[src/rtl/mips32_dump_pkg.sv]
// mips32_dump_pkg: shared state encoding and source tags for the state dumper
package mips32_dump_pkg;
  typedef enum logic [1:0] {S_IDLE, S_REG, S_MEM, S_DRAIN} state_t;
  localparam logic SRC_REG = 1'b0;
  localparam logic SRC_MEM = 1'b1;
endpackage

[src/rtl/mips32_dump_slot.sv]
// mips32_dump_slot: one-entry output register with valid/ready handshake
module mips32_dump_slot #(
  parameter int AW = 8
) (
  input  logic          clk,
  input  logic          rst,
  input  logic          load,
  input  logic          clr,
  input  logic [31:0]   d_data,
  input  logic [AW-1:0] d_addr,
  input  logic          d_src,
  input  logic          ready,
  output logic          free,
  output logic          valid,
  output logic [31:0]   data,
  output logic [AW-1:0] addr,
  output logic          src
);
  assign free = !valid || ready;
  always_ff @(posedge clk) begin
    if (rst) begin
      valid <= 1'b0;
      data  <= '0;
      addr  <= '0;
      src   <= 1'b0;
    end else if (clr) begin
      valid <= 1'b0;
    end else if (load) begin
      valid <= 1'b1;
      data  <= d_data;
      addr  <= d_addr;
      src   <= d_src;
    end
  end
endmodule

[src/rtl/mips32_state_dumper.sv]
// mips32_state_dumper: freezes the core and streams register file then data memory out
module mips32_state_dumper
  import mips32_dump_pkg::*;
#(
  parameter int REG_COUNT  = 32,
  parameter int DATA_DEPTH = 256,
  parameter int AW         = 8
) (
  input  logic          clock,
  input  logic          reset,
  input  logic          start,
  output logic          busy,
  output logic          done,
  output logic          cpu_hold,
  output logic [4:0]    reg_rd_addr,
  input  logic [31:0]   reg_rd_data,
  output logic [AW-1:0] mem_rd_addr,
  input  logic [31:0]   mem_rd_data,
  output logic          dump_valid,
  input  logic          dump_ready,
  output logic          dump_src,
  output logic [AW-1:0] dump_addr,
  output logic [31:0]   dump_data
);
  state_t        state, state_n;
  logic [AW-1:0] idx, idx_n;
  logic          done_n, free, load, clr, in_mem, last_reg, last_mem;
  assign in_mem   = state == S_MEM;
  assign load     = free && (state == S_REG || in_mem);
  assign clr      = state == S_DRAIN && dump_valid && dump_ready;
  assign last_reg = idx == AW'(REG_COUNT - 1);
  assign last_mem = idx == AW'(DATA_DEPTH - 1);
  assign busy        = state != S_IDLE;
  assign cpu_hold    = busy;
  assign reg_rd_addr = idx[4:0];
  assign mem_rd_addr = idx;
  always_comb begin
    state_n = state;
    idx_n   = idx;
    done_n  = 1'b0;
    case (state)
      S_IDLE: if (start) begin
        state_n = S_REG;
        idx_n   = '0;
      end
      S_REG: if (load) begin
        state_n = last_reg ? S_MEM : S_REG;
        idx_n   = last_reg ? '0 : idx + 1'b1;
      end
      S_MEM: if (load) begin
        state_n = last_mem ? S_DRAIN : S_MEM;
        idx_n   = last_mem ? idx : idx + 1'b1;
      end
      S_DRAIN: if (clr) begin
        state_n = S_IDLE;
        idx_n   = '0;
        done_n  = 1'b1;
      end
      default: state_n = S_IDLE;
    endcase
  end
  always_ff @(posedge clock) begin
    if (reset) begin
      state <= S_IDLE;
      idx   <= '0;
      done  <= 1'b0;
    end else begin
      state <= state_n;
      idx   <= idx_n;
      done  <= done_n;
    end
  end
  mips32_dump_slot #(.AW(AW)) u_slot (
    .clk    (clock),
    .rst    (reset),
    .load   (load),
    .clr    (clr),
    .d_data (in_mem ? mem_rd_data : reg_rd_data),
    .d_addr (idx),
    .d_src  (in_mem ? SRC_MEM : SRC_REG),
    .ready  (dump_ready),
    .free   (free),
    .valid  (dump_valid),
    .data   (dump_data),
    .addr   (dump_addr),
    .src    (dump_src)
  );
endmodule

[config.mk]
export PLATFORM = sky130hd
export DESIGN_NAME = mips32_state_dumper
export DESIGN_NICKNAME = d
export VERILOG_FILES = /design/src/rtl/mips32_dump_pkg.sv /design/src/rtl/mips32_dump_slot.sv /design/src/rtl/mips32_state_dumper.sv
export SDC_FILE = /design/constraint.sdc
export NUM_CORES = 1
export LEC_CHECK = 0
export BUFFER_PORTS_ARGS = -buffer_cell sky130_fd_sc_hd__buf_2
export CAP_MARGIN = 40
export CORE_AREA = 2 2 83 85
export CTS_BUF_LIST = sky130_fd_sc_hd__clkbuf_4
export CTS_CLUSTER_SIZE = 16
export DETAILED_ROUTE_END_ITERATION = 12
export DIE_AREA = 0 0 85 87
export GPL_TIMING_DRIVEN = 0
export PLACE_DENSITY = 0.77
export SYNTH_ARGS = -nofsm -noshare
export SYNTH_HDL_FRONTEND = slang
export SYNTH_SLANG_ARGS = --single-unit
[constraint.sdc]
create_clock -name clock -period 2.5 [get_ports clock]
set_clock_uncertainty 0.05 [all_clocks]
set_input_delay 0.5 -clock clock [delete_from_list [all_inputs] [get_ports clock]]
set_output_delay 0.5 -clock clock [all_outputs]
set_load 0.005 [all_outputs]
==> flow_summary.toml, run 1 <==
[worst_setup_path]
critPathKind = "register to register"
critPathMaxFanout = 8
crit_path_start_kind = "register"
end_kind = "register"
worstPathRequired_ps = 2710
crit_arrival_ps = 2290

[clock_network]
cts_tree = "done"
post-cts-setup-buffers = 0
h-tree-depth = 2
clkLatencyLatePin_ps = 350
ctsHoldBuffers = 0
cts_resized = 0
cts.sinks = 53
clock_path_buffers = 2
cts-root-buf = "clkbuf_4"
path_clk_slew_ps = 140
numCtsBuffers = 5

[route]
first_iter_violations = 60
firstDrtPassIters = 4
vias = 2383
detail_route.wl_per_cell_um = 13.7
remaining_drc_errors = 0
ant_nets = 0
vias_per_cell = 4.97
drt_wl_total_mm = 6.56

[logic_synthesis]
synth_edf_count = 0
synth_seq_area_share_pct = 41.6
synthTopCellsByArea = "dfxtp_1 42%, mux2i_1 16%, a211oi_1 9.7%"
avgSynthCellArea_um2 = 9.59
postSynthCellCount = 266
yosysMostFrequentCell = "dfxtp_1"
syn_nets = 340
synth_warnings = 0
synth.distinct_cells = 39
synth_top_area_share_pct = 41.6
syn-cell-area_um2 = 2550
yosysTopAreaCell = "dfxtp_1"
ys_seq_elements = 53
synthTopCellsByCount = "53 x dfxtp_1, 47 x nor2_1, 42 x mux2i_1"
ys.flop_type = "dfxtp_1"
synthArstFlopShare_pct = 0

[sta]
min_period_ps = 2080
setup_viol_count_final = 0
fin_ws_ps = 424
finalCritPeriodShare_pct = 83.1
finalHoldViolCount = 0
holdWs_ps = 337
maxSlewViolCount = 0
fmax_ghz = 0.482
setup_tns_ps = 0
relSlewSlack_pct = 59.5
grt_setup_unrepaired = "false"
worst_pin_slew_ps = 608

[final_layout]
n_antenna_cell = 0
fin_util_pct = 50.7
nets = 472
instances_no_fill = 479
multi_input_area_um2 = 1290
n_fill_cell = 631
regArea_um2 = 1060
drive_gt1_share_pct = 40.1
area_delta_synth_final_pct = 30.6

[placement]
dp.cells = 471
portBuffers = 125
dpl_worst_slack_ps = 418
gp_congestion = 0.787
hpwl_mm = 4.91

[global_route]
grt_pass1_vias = 2280
grt_remaining_overflow = 0
grt_use_total_pct = 17.3
antenna_found_initial = 0
grt_max_degree = 16
grt_pass1_wl_mm = 10.5

[outcome]
status = "complete, no violations"

[hold_path]
hold_path_class = "input pin to register"

[power]
p_leak_nw = 1.49
power.density_nw_per_um2 = 586
ir_worst_vdd_mv = 0.258

[floorplan]
fp.dieH_um = 87
die_w_um = 85
start_util_pct = 38.8
num_rows = 30
die_area_um2 = 7400
ios = 126
core_area_um2 = 6570

[flow_run]
maxCapViolations = 0
[report_power, final]
| group | internal (mW) | leakage (nW) | total, mW | switching [mW] |
|---|---|---|---|---|
| combinational | 0.271 | 1.02 | 0.578 | 0.306 |
| sequential | 0.946 | 0.434 | 1.00 | 0.0549 |
| clock | 0.119 | 0.0354 | 0.373 | 0.255 |
[final cells by class]
cell class,instances,share of cell area (%)
Buffer,26,5.14
Clock inverter,2,0.300
Tap cell,80,3.00
Sequential cell,53,31.8
Timing Repair Buffer,125,18.8
Clock buffer,6,1.35
Multi-Input combinational cell,179,38.7
Inverter,8,0.901
[critical path, stage by stage (launching register included)]
cell and delay [ps]:
dfxtp_1 430, inv_1 100, ha_1 390, o21ai_0 190, a31oi_2 420, a21oi_1 140, o32ai_1 260
[cell usage in the layout, fill, tap and decap left out, drive strengths merged]
master,count
buf,143
dfxtp,53
nor2,47
mux2i,42
a211oi,33
clkbuf,14
inv,8
a21oi,7
nand3,6
ha,6
o32ai,5
nand2,4
or3,4
nand2b,4
o21ai,2
nand4,2
clkinv,2
a21boi,1
and4,1
a31oi,1
a2bb2oi,1
o2bb2ai,1
o211ai,1
and2,1
nand3b,1
o31ai,1
nor3,1
and3,1
or4,1
and2b,1
and4b,1
mux2,1
or2,1
a311oi,1
[cells by family (layout without fill, tap and decap cells)]
logic type	count (synthesis)	count (layout)	share of synthesized area, %
AO/OA/AOI/OAI	54	54	16.8
adder cells (fa/ha/maj)	6	6	2.94
buffers and inverters	34	167	7.90
flip-flops	53	53	41.6
multiplexers	43	43	16.9
AND/OR/NAND/NOR	76	76	13.9
[registers in the layout (all words and copies together) (netlist names), named ones only]
| signal | flops |
|---|---|
| u_slot.addr | 8 |
| u_slot.valid | 1 |
| done | 1 |
| u_slot.data | 32 |
| state | 1 |
| mem_rd_addr | 8 |
| u_slot.src | 1 |
[routing by layer]
layer / track usage [%] / up-vias / share of wire, % / wire length, um
met5: 0 / - / 0 / 0
met4: 4.18 / 0 / 0.35 / 23
met3: 3.60 / 2 / 6.9 / 454
met2: 30.5 / 82 / 49 / 3220
met1: 21.7 / 1093 / 44 / 2860
li1: - / 1206 / - / -
[per-stage QoR]
step                instance area, um2  power [mW]
floorplan                         2550        1.36
global placement                  3280        1.58
detailed placement                3280        1.60
CTS                               3330        1.98
global route                      3330        2.10
finish                            3330        1.95
[worst paths after layout]
path,from,to,slack [ps],depth (start not counted)
max,state[0],mem_rd_addr[7],420,6
min,dump_ready,u_slot.valid,340,2
max reg2reg,state[0],mem_rd_addr[7],420,6
min reg2reg,u_slot.data[0],u_slot.data[0],450,2
Note: power is estimated with default switching activity, not from simulation.
==> inputs of run 2 (changes only) <==
--- a/config.mk
+++ b/config.mk
@@ -5,6 +5,7 @@
 export SDC_FILE = /design/constraint.sdc
 export NUM_CORES = 1
 export LEC_CHECK = 0
+export ABC_AREA = 1
 export BUFFER_PORTS_ARGS = -buffer_cell sky130_fd_sc_hd__buf_2
 export CAP_MARGIN = 40
 export CORE_AREA = 2 2 83 85
@@ -13,7 +14,7 @@
 export DETAILED_ROUTE_END_ITERATION = 12
 export DIE_AREA = 0 0 85 87
 export GPL_TIMING_DRIVEN = 0
-export PLACE_DENSITY = 0.77
+export PLACE_DENSITY = 0.8
 export SYNTH_ARGS = -nofsm -noshare
 export SYNTH_HDL_FRONTEND = slang
 export SYNTH_SLANG_ARGS = --single-unit
==> constraint.sdc (replaced) <==
create_clock -name clock -period 1.7 [get_ports clock]
set_clock_uncertainty 0.05 [all_clocks]
set_input_delay 0.34 -clock clock [delete_from_list [all_inputs] [get_ports clock]]
set_output_delay 0.34 -clock clock [all_outputs]
set_load 0.005 [all_outputs]
==> run 2 against run 1 <==
Effect of this change:
- fmax rose by 24%
- core utilization rose by 2.5 points
- sequential power rose by 78%
==> flow_summary.toml, run 2 <==
[worst_setup_path]
critPathKind = "register to register"
crit_path_start_kind = "register"
max_stage_delay_ps = 410
critPathMaxFanout = 6
end_kind = "register"
crit_arrival_ps = 1950
crit_chain = "inv_4 -> ha_4 -> buf_8 -> nand2_8 -> nand2_4 -> nand2_4 -> nor2_8 -> buf_6 -> nand3_1 -> a21oi_1"
slowest_stage = "dfxtp_4"
worstPathRequired_ps = 1980
crit_top_cell = "nand2_4"

[final_layout]
n_antenna_cell = 0
instances_no_fill = 561
nets = 554
mostFrequentLayoutCell = "buf_2"
drive_gt1_share_pct = 39.9
largest_reg_flops = 32
area_delta_synth_final_pct = 38.4
regMostFlops = "u_slot.data"
layout_common_cells = "130 x buf_2, 89 x nand2_1, 49 x dfxtp_1"

[clock_network]
cts-root-buf = "clkbuf_4"
clock_path_buffers = 2
path_clk_slew_ps = 170
numCtsBuffers = 5
cts_tree = "done"
ctsHoldBuffers = 0
clkLatencyLatePin_ps = 390
cts.sinks = 53
h-tree-depth = 2

[floorplan]
die_w_um = 85
ios = 126
core_area_um2 = 6570
fp.dieH_um = 87
die_area_um2 = 7400
num_rows = 30
start_util_pct = 38.5

[power]
power.density_nw_per_um2 = 1600
p_sw_mw = 2.36
pwr-share-seq_pct = 31.8
ir_worst_vdd_mv = 0.569
power_frac_clock_pct = 13.3
power.total_mw = 5.61
comb_power_share_pct = 54.9
p_leak_nw = 1.75
p_int_mw = 3.25
switching_share_pct = 42.1

[route]
remaining_drc_errors = 0
detail_route.wl_per_cell_um = 12.9
ant_nets = 0
firstDrtPassIters = 4
drt_wl_total_mm = 7.26
vias_per_cell = 5.00
first_iter_violations = 105
vias = 2803

[sta]
maxSlewViolCount = 0
relSlewSlack_pct = 70.5
setup_tns_ps = 0
fin_ws_ps = 26.7
setup_viol_count_final = 0
min_period_ps = 1670
finalHoldViolCount = 0
fmax_ghz = 0.598
finalCritPeriodShare_pct = 98.4
worst_pin_slew_ps = 443
grt_setup_unrepaired = "true"

[logic_synthesis]
syn-cell-area_um2 = 2530
synth.distinct_cells = 27
synth_top_area_share_pct = 42.0
yosysMostFrequentCell = "nand2_1"
synth_edf_count = 0
syn_nets = 414
postSynthCellCount = 340
synthTopCellsByArea = "dfxtp_1 42%, nand2_1 13%, a31oi_1 7.9%"
synth_warnings = 0
synth_seq_area_share_pct = 42.0
synthArstFlopShare_pct = 0
yosysTopAreaCell = "dfxtp_1"
ys.flop_type = "dfxtp_1"
synthTopCellsByCount = "90 x nand2_1, 53 x dfxtp_1, 36 x o21ai_0"
avgSynthCellArea_um2 = 7.43
ys_seq_elements = 53

[global_route]
grt_pass1_vias = 2632
grt_pass1_wl_mm = 11.7
antenna_found_initial = 0
grt_remaining_overflow = 0
grt_max_degree = 18
grt_use_total_pct = 19.1

[outcome]
status = "complete, no violations"

[hold_path]
hold_path_class = "input pin to register"

[placement]
portBuffers = 125
dp.cells = 545
dpl_worst_slack_ps = -156
hpwl_mm = 5.29
gp_congestion = 0.889

[flow_run]
maxCapViolations = 0
## run 2: repair_timing
item | in CTS | in global routing
setup endpoints to repair | 53 | 47
pin swaps | 1 | 3
gates resized for setup | 20 | 18
buffers inserted | 5 | 4
## run 2: final timing paths
path                    from               to  slack [ps]  cells after the start
max                 register   mem_rd_addr[2]          30                     10
min          reg_rd_data[14]  u_slot.data[14]         130                      3
max reg2reg         register   mem_rd_addr[2]          30                     10
min reg2reg  u_slot.data[13]  u_slot.data[13]         480                      2
## run 2: cells by family after synthesis
| logic type | share of synthesized area (%) |
|---|---|
| compound gates | 20.9 |
| xor+xnor | 0.347 |
| fa+ha+maj | 2.97 |
| buf+inv | 9.50 |
| flops | 42.0 |
| simple gates | 24.3 |
## run 2: metal layers
layer	routed length [um]	vias to the layer above	GRT usage, %
li1	-	1404	-
met1	3070	1283	23.0
met2	3550	104	34.3
met3	507	12	4.36
met4	128	0	5.34
met5	0	-	0
## run 2: critical path, delay by kind of cell, from the launching register on
family / cells / cell delay [ps]
AO/OA/AOI/OAI: 1 / 150
adder cells (fa/ha/maj): 1 / 260
buffers and inverters: 3 / 300
flip-flops: 1 / 410
AND/OR/NAND/NOR: 5 / 450
## run 2: final cells by class
type	count	area [um2]
buffer	26	173
clock buffer	5	37.5
clock inverter	3	43.8
fill	626	3070
inverter	23	106
multi-input combinational	237	1270
sequential	53	1070
tap	80	100
timing repair buffer	134	697
## run 2: metrics by stage
step	util, %	instance area [um2]	hold slack, ps
after floorplan	-	2530	359
after global placement	49.5	3250	442
after detailed placement	49.5	3250	455
after CTS	52.1	3420	136
after global routing	53.3	3500	125
final	53.3	3500	134
## run 2: power groups by stage
stage | combinational, mW | clock (mW) | sequential [mW]
6_report | 3.08 | 0.748 | 1.78
5_1_grt | 3.42 | 0.793 | 1.82
3_3_place_gp | 2.52 | 0 | 1.79
4_1_cts | 2.87 | 0.751 | 1.77
2_1_floorplan | 1.70 | 0 | 1.81
3_5_place_dp | 2.58 | 0 | 1.79
